===== config.mk =====
export PLATFORM = sky130hd
export DESIGN_NAME = fetch_stage_flat
export DESIGN_NICKNAME = d
export VERILOG_FILES = /design/src/rtl/fetch_stage_if.sv /design/src/rtl/fetch_stage.sv /design/src/flat_wrapper.sv
export SDC_FILE = /design/constraint.sdc
export NUM_CORES = 1
export LEC_CHECK = 0
export ABC_CLOCK_PERIOD_IN_PS = 9000
export BUFFER_PORTS_ARGS = -buffer_cell sky130_fd_sc_hd__buf_2
export CORE_ASPECT_RATIO = 1.5
export CORE_MARGIN = 3
export CORE_UTILIZATION = 37
export CTS_CLUSTER_DIAMETER = 60
export DETAILED_ROUTE_END_ITERATION = 8
export GPL_ROUTABILITY_DRIVEN = 0
export PLACE_DENSITY = 0.55
export SLEW_MARGIN = 15
export SYNTH_ARGS = -nofsm -noshare
export SYNTH_HDL_FRONTEND = slang
export SYNTH_SLANG_ARGS = --single-unit
export TNS_END_PERCENT = 50

===== constraint.sdc =====
create_clock -name clk -period 9 [get_ports clk]
set_input_delay 1.8 -clock clk [delete_from_list [all_inputs] [get_ports clk]]
set_output_delay 1.8 -clock clk [all_outputs]
set_load 0.02 [all_outputs]

===== src/rtl/fetch_stage_if.sv =====
// rtl/fetch_stage_if.sv - fetch_stage signal bundle: redirect, decode and imem handshake (FETCH_MISALIGN_EN adds MisalignF)
interface fetch_stage_if;
  logic        PCSrcE;
  logic [31:0] PCTargetE;
  logic        StallD;
  logic        imem_req;
  logic [31:0] imem_addr;
  logic        imem_ready;
  logic        imem_rvalid;
  logic [31:0] imem_rdata;
  logic [31:0] InstrD;
  logic [31:0] PCD;
  logic [31:0] PCPlus4D;
  logic        ValidD;
`ifdef FETCH_MISALIGN_EN
  logic        MisalignF;

  modport master (
    input  PCSrcE, PCTargetE, StallD, imem_ready, imem_rvalid, imem_rdata,
    output imem_req, imem_addr, InstrD, PCD, PCPlus4D, ValidD, MisalignF
  );

  modport slave (
    output PCSrcE, PCTargetE, StallD, imem_ready, imem_rvalid, imem_rdata,
    input  imem_req, imem_addr, InstrD, PCD, PCPlus4D, ValidD, MisalignF
  );
`else
  modport master (
    input  PCSrcE, PCTargetE, StallD, imem_ready, imem_rvalid, imem_rdata,
    output imem_req, imem_addr, InstrD, PCD, PCPlus4D, ValidD
  );

  modport slave (
    output PCSrcE, PCTargetE, StallD, imem_ready, imem_rvalid, imem_rdata,
    input  imem_req, imem_addr, InstrD, PCD, PCPlus4D, ValidD
  );
`endif
endinterface


===== src/rtl/fetch_stage.sv =====
// rtl/fetch_stage.sv - RV32I fetch stage: PC, single-outstanding imem handshake, fetch buffer; optional FETCH_MISALIGN_EN
module fetch_stage #(
  parameter logic [31:0] RESET_PC   = 32'h0000_0000,
  parameter int          FIFO_DEPTH = 2
) (
  input  logic          clk,
  input  logic          reset,
  fetch_stage_if.master bus
);

  localparam int               PTR_W    = (FIFO_DEPTH > 2) ? 2 : 1;
  localparam logic [2:0]       DEPTH_C  = 3'(FIFO_DEPTH);
  localparam logic [PTR_W-1:0] LAST_PTR = PTR_W'(FIFO_DEPTH - 1);
  localparam logic [31:0]      NOP      = 32'h0000_0013;

`ifdef FETCH_MISALIGN_EN
  typedef enum logic [1:0] {S_FETCH, S_WAIT, S_DROP, S_HALT} state_t;
`else
  typedef enum logic [1:0] {S_FETCH, S_WAIT, S_DROP} state_t;
`endif

  state_t           state_q, state_d;
  logic [31:0]      pcf_q, pcf_d;
  logic [31:0]      tag_q, tag_d;
  logic [31:0]      instr_buf_q [FIFO_DEPTH];
  logic [31:0]      pc_buf_q    [FIFO_DEPTH];
  logic [PTR_W-1:0] rd_ptr_q, wr_ptr_q;
  logic [2:0]       count_q;

  logic        valid, push, pop, can_issue, req, accept, outstanding;
  logic [2:0]  occ_next;
  logic [31:0] target;

`ifdef FETCH_MISALIGN_EN
  logic misalign_q, misalign_d;
  logic halt_pend_q, halt_pend_d;
  logic misaligned;

  // Misaligned targets are kept intact so they can be detected
  assign target      = bus.PCTargetE;
  assign misaligned  = |bus.PCTargetE[1:0];
  assign outstanding = (state_q == S_WAIT) || (state_q == S_DROP) ||
                       ((state_q == S_HALT) && halt_pend_q);
`else
  assign target      = {bus.PCTargetE[31:2], 2'b00};
  assign outstanding = (state_q == S_WAIT) || (state_q == S_DROP);
`endif

  // Handshake and buffer control; a redirect suppresses push, pop and issue
  always_comb begin
    valid     = (count_q != 3'd0);
    pop       = valid && !bus.StallD && !bus.PCSrcE;
    push      = (state_q == S_WAIT) && bus.imem_rvalid && !bus.PCSrcE;
    can_issue = (state_q == S_FETCH) || ((state_q == S_WAIT) && bus.imem_rvalid);
    occ_next  = count_q + {2'b00, push} - {2'b00, pop};
    req       = !reset && !bus.PCSrcE && can_issue && (occ_next < DEPTH_C);
    accept    = req && bus.imem_ready;
  end

  // Next state, next PC and request tag
  always_comb begin
    state_d = state_q;
    pcf_d   = pcf_q;
    tag_d   = tag_q;
`ifdef FETCH_MISALIGN_EN
    misalign_d  = misalign_q;
    halt_pend_d = halt_pend_q;
`endif
    if (bus.PCSrcE) begin
      state_d = (outstanding && !bus.imem_rvalid) ? S_DROP : S_FETCH;
      pcf_d   = target;
`ifdef FETCH_MISALIGN_EN
      misalign_d  = misaligned;
      halt_pend_d = 1'b0;
      if (misaligned) begin
        // Remember an unanswered request so leaving HALT can still drop it
        state_d     = S_HALT;
        pcf_d       = pcf_q;
        halt_pend_d = outstanding && !bus.imem_rvalid;
      end
`endif
    end else begin
      if (accept) begin
        pcf_d = pcf_q + 32'd4;
        tag_d = pcf_q;
      end
      case (state_q)
        S_FETCH: if (accept) state_d = S_WAIT;
        S_WAIT:  if (bus.imem_rvalid) state_d = accept ? S_WAIT : S_FETCH;
        S_DROP:  if (bus.imem_rvalid) state_d = S_FETCH;
`ifdef FETCH_MISALIGN_EN
        S_HALT:  if (bus.imem_rvalid) halt_pend_d = 1'b0;
`endif
        default: state_d = S_FETCH;
      endcase
    end
  end

  // FSM, PC and tag registers
  always_ff @(posedge clk or posedge reset) begin
    if (reset) begin
      state_q <= S_FETCH;
      pcf_q   <= RESET_PC;
      tag_q   <= RESET_PC;
`ifdef FETCH_MISALIGN_EN
      misalign_q  <= 1'b0;
      halt_pend_q <= 1'b0;
`endif
    end else begin
      state_q <= state_d;
      pcf_q   <= pcf_d;
      tag_q   <= tag_d;
`ifdef FETCH_MISALIGN_EN
      misalign_q  <= misalign_d;
      halt_pend_q <= halt_pend_d;
`endif
    end
  end

  // Buffer pointers and occupancy; a redirect empties the buffer
  always_ff @(posedge clk or posedge reset) begin
    if (reset) begin
      rd_ptr_q <= '0;
      wr_ptr_q <= '0;
      count_q  <= 3'd0;
    end else if (bus.PCSrcE) begin
      rd_ptr_q <= '0;
      wr_ptr_q <= '0;
      count_q  <= 3'd0;
    end else begin
      if (push) wr_ptr_q <= (wr_ptr_q == LAST_PTR) ? '0 : wr_ptr_q + PTR_W'(1);
      if (pop)  rd_ptr_q <= (rd_ptr_q == LAST_PTR) ? '0 : rd_ptr_q + PTR_W'(1);
      count_q <= occ_next;
    end
  end

  // Buffer storage; contents are only observed while counted valid
  always_ff @(posedge clk) begin
    if (push) begin
      instr_buf_q[wr_ptr_q] <= bus.imem_rdata;
      pc_buf_q[wr_ptr_q]    <= tag_q;
    end
  end

  assign bus.imem_req  = req;
  assign bus.imem_addr = pcf_q;
  assign bus.ValidD    = valid;
  assign bus.InstrD    = valid ? instr_buf_q[rd_ptr_q] : NOP;
  assign bus.PCD       = valid ? pc_buf_q[rd_ptr_q] : 32'd0;
  assign bus.PCPlus4D  = valid ? pc_buf_q[rd_ptr_q] + 32'd4 : 32'd0;
`ifdef FETCH_MISALIGN_EN
  assign bus.MisalignF = misalign_q;
`endif

endmodule


===== src/flat_wrapper.sv =====
// flat-port wrapper written by rule: the top's interface ports become plain ports
module fetch_stage_flat 
#(
  parameter logic [31:0] RESET_PC   = 32'h0000_0000,
  parameter int          FIFO_DEPTH = 2
)
  (clk, reset, bus_PCSrcE, bus_PCTargetE, bus_StallD, bus_imem_ready, bus_imem_rvalid, bus_imem_rdata, bus_imem_req, bus_imem_addr, bus_InstrD, bus_PCD, bus_PCPlus4D, bus_ValidD);
  fetch_stage_if bus_i ();
  input  logic clk;
  input  logic reset;
  input wire logic [$bits(bus_i.PCSrcE)-1:0] bus_PCSrcE;
  input wire logic [$bits(bus_i.PCTargetE)-1:0] bus_PCTargetE;
  input wire logic [$bits(bus_i.StallD)-1:0] bus_StallD;
  input wire logic [$bits(bus_i.imem_ready)-1:0] bus_imem_ready;
  input wire logic [$bits(bus_i.imem_rvalid)-1:0] bus_imem_rvalid;
  input wire logic [$bits(bus_i.imem_rdata)-1:0] bus_imem_rdata;
  output wire logic [$bits(bus_i.imem_req)-1:0] bus_imem_req;
  output wire logic [$bits(bus_i.imem_addr)-1:0] bus_imem_addr;
  output wire logic [$bits(bus_i.InstrD)-1:0] bus_InstrD;
  output wire logic [$bits(bus_i.PCD)-1:0] bus_PCD;
  output wire logic [$bits(bus_i.PCPlus4D)-1:0] bus_PCPlus4D;
  output wire logic [$bits(bus_i.ValidD)-1:0] bus_ValidD;
  assign bus_i.PCSrcE = bus_PCSrcE;
  assign bus_i.PCTargetE = bus_PCTargetE;
  assign bus_i.StallD = bus_StallD;
  assign bus_i.imem_ready = bus_imem_ready;
  assign bus_i.imem_rvalid = bus_imem_rvalid;
  assign bus_i.imem_rdata = bus_imem_rdata;
  assign bus_imem_req = bus_i.imem_req;
  assign bus_imem_addr = bus_i.imem_addr;
  assign bus_InstrD = bus_i.InstrD;
  assign bus_PCD = bus_i.PCD;
  assign bus_PCPlus4D = bus_i.PCPlus4D;
  assign bus_ValidD = bus_i.ValidD;
  fetch_stage #(.RESET_PC(RESET_PC), .FIFO_DEPTH(FIFO_DEPTH)) u_core (.clk(clk), .reset(reset), .bus(bus_i));
endmodule

==> impl_metrics.json <==
{
  "worstMarginPinSlew_ns": 0.895,
  "slew_headroom": 0.403,
  "vias_per_cell": 5.00,
  "root_buffer": "clkbuf_16",
  "finalCriticalPeriod_ns": 5.78,
  "holdBufCountCts": 0,
  "grt_pass1_wl_mm": 35.7,
  "ant_nets": 0,
  "synth_top_family_by_area": "simple AND/OR/NAND/NOR gates",
  "yosys_most_used_dff": "edfxtp_1",
  "synth_area_um2": 8970,
  "clkTransAtPathRegs_ns": 0.07,
  "remaining_drc_errors": 0,
  "synth_edf_count": 124,
  "crit_fanout": 46,
  "yosys.area_share.adder": 0.0120,
  "synth-simple-area-share": 0.176,
  "clock_latency_ns": 0.44,
  "fmax_ghz": 0.173,
  "finalWirelength_mm": 22.6,
  "core.rowCount": 69,
  "synth.avg_cell_area_um2": 11.0,
  "ys_ff_latch": 191,
  "die-area_um2": 26200,
  "layout.nets": 1078,
  "syn_inst": 819,
  "cts_inserted_buffers": 17,
  "start_util": 0.378,
  "cts_tree": "done",
  "final_util": 0.455,
  "grt_overflow_total": 0,
  "h-tree-depth": 4,
  "maxCapViolCount": 0,
  "finalSetupTns_ns": 0,
  "cp-end-kind": "output port",
  "ir_drop_uv": 146,
  "p_leak_uw": 0.00438,
  "cp.arrival_ns": 3.98,
  "cts-resized-gates": 0,
  "finalPower_uw": 3120,
  "synthTopCellsByArea": "edfxtp_1 (42%), dfrtp_1 (19%), mux2i_1 (6.6%)",
  "outcome": "complete, no violations",
  "synth_compound_area_frac": 0.0869,
  "ys_warn_count": 0,
  "drive_gt1_frac": 0.251,
  "io_buffers": 191,
  "muxShareOfSynthArea": 0.0734,
  "grt.total_usage": 0.172,
  "synth_top_area_frac": 0.415,
  "grt_pass1_vias": 6539,
  "antenna_found_initial": 0,
  "area_delta_synth_final_pct": 20.3,
  "synth_cell_types": 52,
  "setup_viol": 0,
  "report.final.slew_viol_count": 0,
  "grt_start_max_net_pins": 77,
  "required_ns": 7.20,
  "n_antenna_cell": 0,
  "critPathKind": "in -> out",
  "synth.largest_area_cell": "edfxtp_1",
  "die_w_um": 133,
  "die_h_um": 197,
  "clock_path_buffers": 2,
  "final_common_cell": "buf_2",
  "cts_sinks": 191,
  "post-route-period-util": 0.642,
  "drtPass1Iterations": 4,
  "hold_viol": 0,
  "io_pins": 200,
  "drt_iter0_markers": 356,
  "synth_xor_area_frac": 0.0172,
  "rsz0062_at_grt": "false",
  "detail_route.wl_per_cell_um": 17.0,
  "final_cell_mix": "buf_2 (191), nand2_1 (156), edfxtp_1 (124)",
  "core_area_um2": 23700,
  "finClkSkew_ns": 0.0146,
  "async_reset_ff_frac": 0.351,
  "vias": 6666,
  "power_density_nw_per_um2": 289,
  "cts_setup_buffers": 0,
  "hold_class": "reg -> reg",
  "dp_hpwl_mm": 15.8,
  "yosysSeqAreaShare": 0.602,
  "worst_setup_path_start_kind": "primary input"
}
-- critical path: stages --
cell and delay, ns:
buf_2 0.07, buf_4 0.40, nor3_1 0.13, ha_1 0.30, inv_1 0.06, ha_1 0.14, inv_1 0.05, fa_1 0.37
xnor3_1 0.29, and4_1 0.20, buf_2 0.16
-- synth_stat cells, drive strengths merged, types with 3 or more instances --
library cell,number
nand2,156
edfxtp,124
nor2,90
dfrtp,67
mux2i,59
o21ai,48
clkbuf,29
nand3,26
nand4,26
inv,19
buf,18
a21oi,17
nor3,14
o311ai,14
and2,11
o211ai,8
xnor2,8
ha,7
nand4b,7
xor2,7
mux2,6
a31oi,5
nand3b,5
o31ai,5
a31o,4
nor4,4
a22oi,3
nand2b,3
nor2b,3
o22ai,3
-- power by group --
group	internal [µW]	total, µW	leakage, µW	switching (µW)
clock	362	711	0.000267	349
sequential	1100	1250	0.00196	148
combinational	392	1160	0.00215	767
total	1850	3120	0.00438	1260
-- routing by layer --
| layer | wire (µm) | vias to the layer above | track usage |
|---|---|---|---|
| li1 | - | 3308 | - |
| met1 | 9890 | 3106 | 0.221 |
| met2 | 10900 | 220 | 0.288 |
| met3 | 1290 | 32 | 0.0391 |
| met4 | 546 | 0 | 0.0595 |
| met5 | 0 | - | 0 |
-- final timing paths --
check	endpoint	cells after the start	from	slack (ns)
setup reg to reg	u_core.bus.imem_addr[31]	14	u_core.count_q[0]	4.62
hold / removal	u_core.pc_buf_q[0][13]	0	u_core.tag_q[13]	0.47
min in group asynchronous	u_core.count_q[1]	3	reset	1.62
hold reg to reg	u_core.pc_buf_q[0][13]	0	u_core.tag_q[13]	0.47
max in group asynchronous	u_core.rd_ptr_q	3	reset	6.71
setup / recovery	bus_imem_req	11	bus_PCSrcE	3.22
-- stage by stage --
| stage | hold slack [ns] | worst slack, ns | std cells | cell area [µm²] |
|---|---|---|---|---|
| 6_report | 0.471 | 3.22 | 1332 | 10800 |
| 5_1_grt | 0.481 | 2.99 | 1332 | 10800 |
| 4_1_cts | 0.476 | 3.18 | 1332 | 10800 |
| 3_5_place_dp | 0.452 | 3.17 | 1300 | 10200 |
| 3_3_place_gp | 0.449 | 3.23 | 1300 | 10200 |
| 2_1_floorplan | 0.442 | 1.97 | 824 | 8990 |
-- cells by family (layout without fill, tap and decap cells) --
family | after synthesis | after routing
buffers and inverters | 66 | 255
and+or+nand+nor | 351 | 351
adders and majority gates | 8 | 8
muxes | 65 | 65
xor gates and xnor gates | 16 | 16
DFF | 191 | 191
AOI/OAI and AO/OA | 121 | 121
other | 1 | 6
-- state kept, by name (all words and copies together) (netlist names) --
signal and flops:
u_core.pc_buf_q 60, u_core.bus.imem_addr 30, u_core.rd_ptr_q 1, u_core.wr_ptr_q 1, u_core.state_q 2, u_core.instr_buf_q 64, u_core.count_q 3, u_core.tag_q 30
-- layout make-up --
cell class	count	area (µm²)
fillers	2292	12900
flip-flops and latches	191	5400
multi-input cells	567	3320
repair buffers	204	1050
clock buffers	17	425
well taps	319	399
clock inverters	15	123
inverters	19	71.3
(Power assumes the default switching activity.)
